===== config.mk =====
export PLATFORM = sky130hd
export DESIGN_NAME = eth_pcs_scrambler_gen
export DESIGN_NICKNAME = d
export VERILOG_FILES = /design/src/rtl/eth_pcs_scrambler_gen.sv
export SDC_FILE = /design/constraint.sdc
export NUM_CORES = 1
export LEC_CHECK = 0
export BUFFER_PORTS_ARGS = -buffer_cell sky130_fd_sc_hd__clkbuf_2
export CORE_UTILIZATION = 47
export DETAILED_ROUTE_END_ITERATION = 12
export PLACE_DENSITY_LB_ADDON = 0.25
export SETUP_SLACK_MARGIN = 0.15
export SKIP_LAST_GASP = 1
export SLEW_MARGIN = 30
export SYNTH_ARGS = -nofsm -noshare
export SYNTH_HDL_FRONTEND = slang
export SYNTH_SLANG_ARGS = --single-unit
export TNS_END_PERCENT = 5

===== constraint.sdc =====
create_clock -name i_clk -period 1.1 [get_ports i_clk]
set_clock_uncertainty 0.05 [all_clocks]
set_input_delay 0 -clock i_clk [delete_from_list [all_inputs] [get_ports i_clk]]
set_output_delay 0 -clock i_clk [all_outputs]
set_load 0.02 [all_outputs]

===== src/rtl/eth_pcs_scrambler_gen.sv =====
// eth_pcs_scrambler_gen: 10GBASE-R self-synchronous scrambler/descrambler,
// G(x) = 1 + x^39 + x^58, W_DATA bits unrolled per enabled cycle.
module eth_pcs_scrambler_gen #(
   parameter int W_DATA   = 32,
   parameter int SCR_MODE = 0
) (
   input  logic              i_clk,
   input  logic              i_reset,
   input  logic              i_clk_en,
   input  logic              i_valid,
   input  logic [W_DATA-1:0] i_data,
   input  logic              i_seed_load,
   input  logic [57:0]       i_seed,
   input  logic              i_tp_en,
   output logic              o_valid,
   output logic [W_DATA-1:0] o_data,
   output logic              o_locked
);

   localparam logic [5:0] LOCK_FULL = 6'd58;
   localparam logic [6:0] W_INC     = 7'(W_DATA);
   localparam logic       IS_TX     = (SCR_MODE == 0);
   localparam logic       IS_RX     = (SCR_MODE == 1);

   if (W_DATA != 16 && W_DATA != 32 && W_DATA != 64) begin : g_bad_width
      $error("eth_pcs_scrambler_gen: W_DATA must be 16, 32 or 64");
   end

   logic [57:0]       state_q, state_d;
   logic [W_DATA-1:0] data_q, data_d;
   logic              valid_q, valid_d;
   logic [5:0]        lock_cnt_q, lock_cnt_d;
   logic [W_DATA-1:0] scr_word;
   logic [57:0]       next_state;
   logic [6:0]        lock_sum;
   logic              zero_data;

   assign zero_data = IS_TX & i_tp_en;

   // Bit 0 goes first; descrambler feeds back the received bit.
   always_comb begin
      logic [57:0] s;
      logic        x;
      logic        y;
      s        = state_q;
      x        = 1'b0;
      y        = 1'b0;
      scr_word = '0;
      for (int n = 0; n < W_DATA; n++) begin
         x           = i_data[n] & ~zero_data;
         y           = x ^ s[38] ^ s[57];
         scr_word[n] = y;
         s           = {s[56:0], IS_RX ? x : y};
      end
      next_state = s;
   end

   assign lock_sum = {1'b0, lock_cnt_q} + W_INC;

   always_comb begin
      state_d    = state_q;
      data_d     = data_q;
      valid_d    = valid_q;
      lock_cnt_d = lock_cnt_q;
      if (i_clk_en) begin
         if (i_seed_load) begin
            state_d    = i_seed;
            lock_cnt_d = '0;
            valid_d    = 1'b0;
         end else if (i_valid) begin
            state_d    = next_state;
            data_d     = scr_word;
            valid_d    = 1'b1;
            lock_cnt_d = (lock_sum >= 7'd58) ? LOCK_FULL
                                             : lock_sum[5:0];
         end else begin
            valid_d = 1'b0;
         end
      end
   end

   always_ff @(posedge i_clk or negedge i_reset) begin
      if (!i_reset) begin
         state_q    <= '1;
         data_q     <= '0;
         valid_q    <= 1'b0;
         lock_cnt_q <= '0;
      end else begin
         state_q    <= state_d;
         data_q     <= data_d;
         valid_q    <= valid_d;
         lock_cnt_q <= lock_cnt_d;
      end
   end

   assign o_valid  = valid_q;
   assign o_data   = data_q;
   assign o_locked = IS_TX | (lock_cnt_q == LOCK_FULL);

endmodule


==> metrics.md <==
| Metric | Value |
|---|---|
| Status | `complete, but fails checks` |
| Failing checks | `setup timing` |
| Vert. Die Dim | `a little over 100 microns` |
| Seq cells post-synth | `91` |
| Place WS | `-224 ps` |
| Core Area | `roughly 9400 sq um` |
| Starting Density | `around half` |
| Minimum clock period | `~1300 ps` |
| Vias in the first global route | `roughly 4200` |
| PortBufs | `128` |
| Tightest Hold Check Type | `in -> reg` |
| First-pass GRT wire length | `approximately 22000 microns` |
| Io pins | `130` |
| R2R setup slack | `-170 ps` |
| Mapped cell area | `4650 sq um` |
| Critical path's top delay family | `flip-flops` |
| Worst R2R Start | `state_q[31]` |
| Critical Path End Type | `register` |
| Post-Place Cell Area | `between 5000 and 6000 sq um` |
| Highest clock rate | `787 MHz` |
| Unique cell type count in the Yosys netlist | `21` |
| Width of the chip | `about 100 microns` |
| Hold Fails Final Rpt | `0` |
| Nets@finish | `between 700 and 800` |
| Worst-path fanout max | `2` |
| Leak | `0.00323 uW` |
| Routed WL | `around 14000 microns` |
| # Max-Cap Violations | `0` |
| GP Congestion | `between 0.8 and 0.9` |
| Layout cells sized above 1 | `approximately two fifths` |
| Clk buf depth | `2` |
| PD cells | `approximately 1700 nW/um^2` |
| Most frequent cells in the layout | `127 x clkbuf_2, 65 x dlygate4sd3_1, 60 x o21ai_1` |
| Placed wire-length estimate | `9540 microns` |
| Initial antenna violation count | `0` |
| Fin cells | `between 800 and 900` |
| Setup-failing EPs final | `64` |
| WP data required | `1290 ps` |
| Gr ovfl total | `0` |
| Rows | `35` |
| Vias | `a little over 4000` |
| Fraction of the yosys area taken by sequential cells | `about 50%` |
| Worst setup margin | `-171 ps` |
| TritonCTS Sinks | `91` |
| Max stage delay on crit path | `about 590 ps` |
| Worst Hold Launch | `i_seed[31]` |
| Placed cells | `~720` |
| First drt pass iteration count | `5` |
| Clock slew at reported path FFs | `~80 ps` |
| Post-route ant nets | `0` |
| Clock root buffer master | `clkbuf_8` |
| H-tree levels | `3` |
| Synth area leader | `dfstp_2` |
| Average cell area after synthesis | `between 10 and 15 sq um` |
| Final Max Slew Viols | `0` |
| Most common cell after layout, fill and taps aside | `clkbuf_2` |
| Final instance area | `6770 sq um` |
| CP Cell Sequence | `buf_6, xor2_4, xnor2_2, o21ai_1` |
| CP bufs+invs | `1` |
| Worst skew pair latency | `approximately 360 ps` |
| Overall Global Routing Usage | `between 20% and 30%` |
| RSZ-0062 raised after global routing | `true` |
| Synth top area cells | `dfstp_2 33%, dfrtp_1 18%, xnor2_1 6.0%, xor2_1 6.0%, mux2i_1 5.6%` |
| Vias per cell | `between 5 and 6` |
| Tot Pwr | `between 10000 and 15000 uW` |
| Yosys warning count | `0` |
| CTS Buf Count | `9` |
| Arrival time worst endpoint | `1460 ps` |
| Syn_nets | `558` |
| Largest net degree at the start of global routing | `between 50 and 60` |
| Slowest CP cell | `dfstp_2` |
| CTS tree | `yes` |
| Post-synth top area share | `between 30% and 40%` |
| Fin util | `71.9%` |
| Diode count | `0` |
| Worst setup startpoint | `state_q[31]` |
| Post-route DRC | `0` |
| Kind of critical path | `reg -> reg` |
| Routed WL per cell | `17.6 microns` |
| Worst Setup Start Kind | `register` |
| Period utilization | `116%` |
| Iter 0 DRT Violations | `201` |
| Area Overhead vs Synth | `45.4%` |
| Worst vdd ir | `between 0.9 and 1 mV` |
| Die area | `10300 sq um` |
| Syn Inst Count | `462` |
worst register-to-register path, stage by stage, from the launching register on:
cell     delay (ps)
dfstp_2         590
buf_6           140
xor2_4          160
xnor2_2         140
o21ai_1          80
registers in the layout, summed over array words and instances, names as in the netlist:
name and flops:
state_q 58, o_data 32, o_valid 1
synthesized netlist by cell type:
cell type  count
a21oi_2        1
mux2i_1       26
o21ai_0       42
nand3b_4       1
xnor2_1       32
xor2_1        32
buf_4          2
clkbuf_1      14
buf_2          9
inv_1          1
conb_1         1
a21oi_1       31
o21ai_2        1
o21ai_1       49
and2b_1       15
buf_6          7
and3_1        32
dfrtp_1       33
nand2_1       58
dfstp_2       58
nor2b_1       17
repair_timing:
item	CTS	global route
endpoints found under the setup margin	114	119
hold buffers	65	0
resized for setup	10	14
buffers inserted	2	0
pin swaps	7	7
endpoints found under the hold margin	100	0
per-stage QoR:
stage,TNS [ps],hold slack [ps]
after global placement,-4930,-111
after detailed placement,-5710,-108
final,-6190,0.897
after CTS,-6210,2.14
after global routing,-9620,9.51
after floorplan,0,-346
routing by layer:
metal,GRT usage [%],part of all wire [%]
met1,38.9,42
met2,48.0,49
met3,4.00,6.0
met4,11.8,2.7
met5,0,0
cell type report:
cell class / instances / area, sq um
repair buffers: 232 / 1740
fillers: 676 / 2650
multi-input cells: 338 / 2290
inverters: 1 / 3.75
clock buffers: 13 / 169
well taps: 129 / 161
flip-flops and latches: 91 / 2350
clock inverters: 3 / 45.0
worst paths after layout:
| kind | end | depth (start not counted) |
|---|---|---|
| max | o_data[26] | 4 |
| min | state_q[31] | 4 |
| max reg2reg | o_data[26] | 4 |
| min reg2reg | state_q[52] | 2 |
| max in group asynchronous | state_q[1] | 3 |
| min in group asynchronous | o_valid | 2 |
where the power goes:
group	internal (uW)	switching (uW)
clock	1240	1200
sequential	4430	700
combinational	1870	2160
cell families after synthesis:
family | count (synthesis) | synth area share (%)
XOR/XNOR | 64 | 12.0
AND/OR/NAND/NOR | 123 | 14.1
buffers and inverters | 33 | 4.19
other | 1 | 0.0806
flip-flops | 91 | 50.5
AO/OA/AOI/OAI | 124 | 13.5
multiplexers | 26 | 5.59
Power figures use the tool's default switching activity.
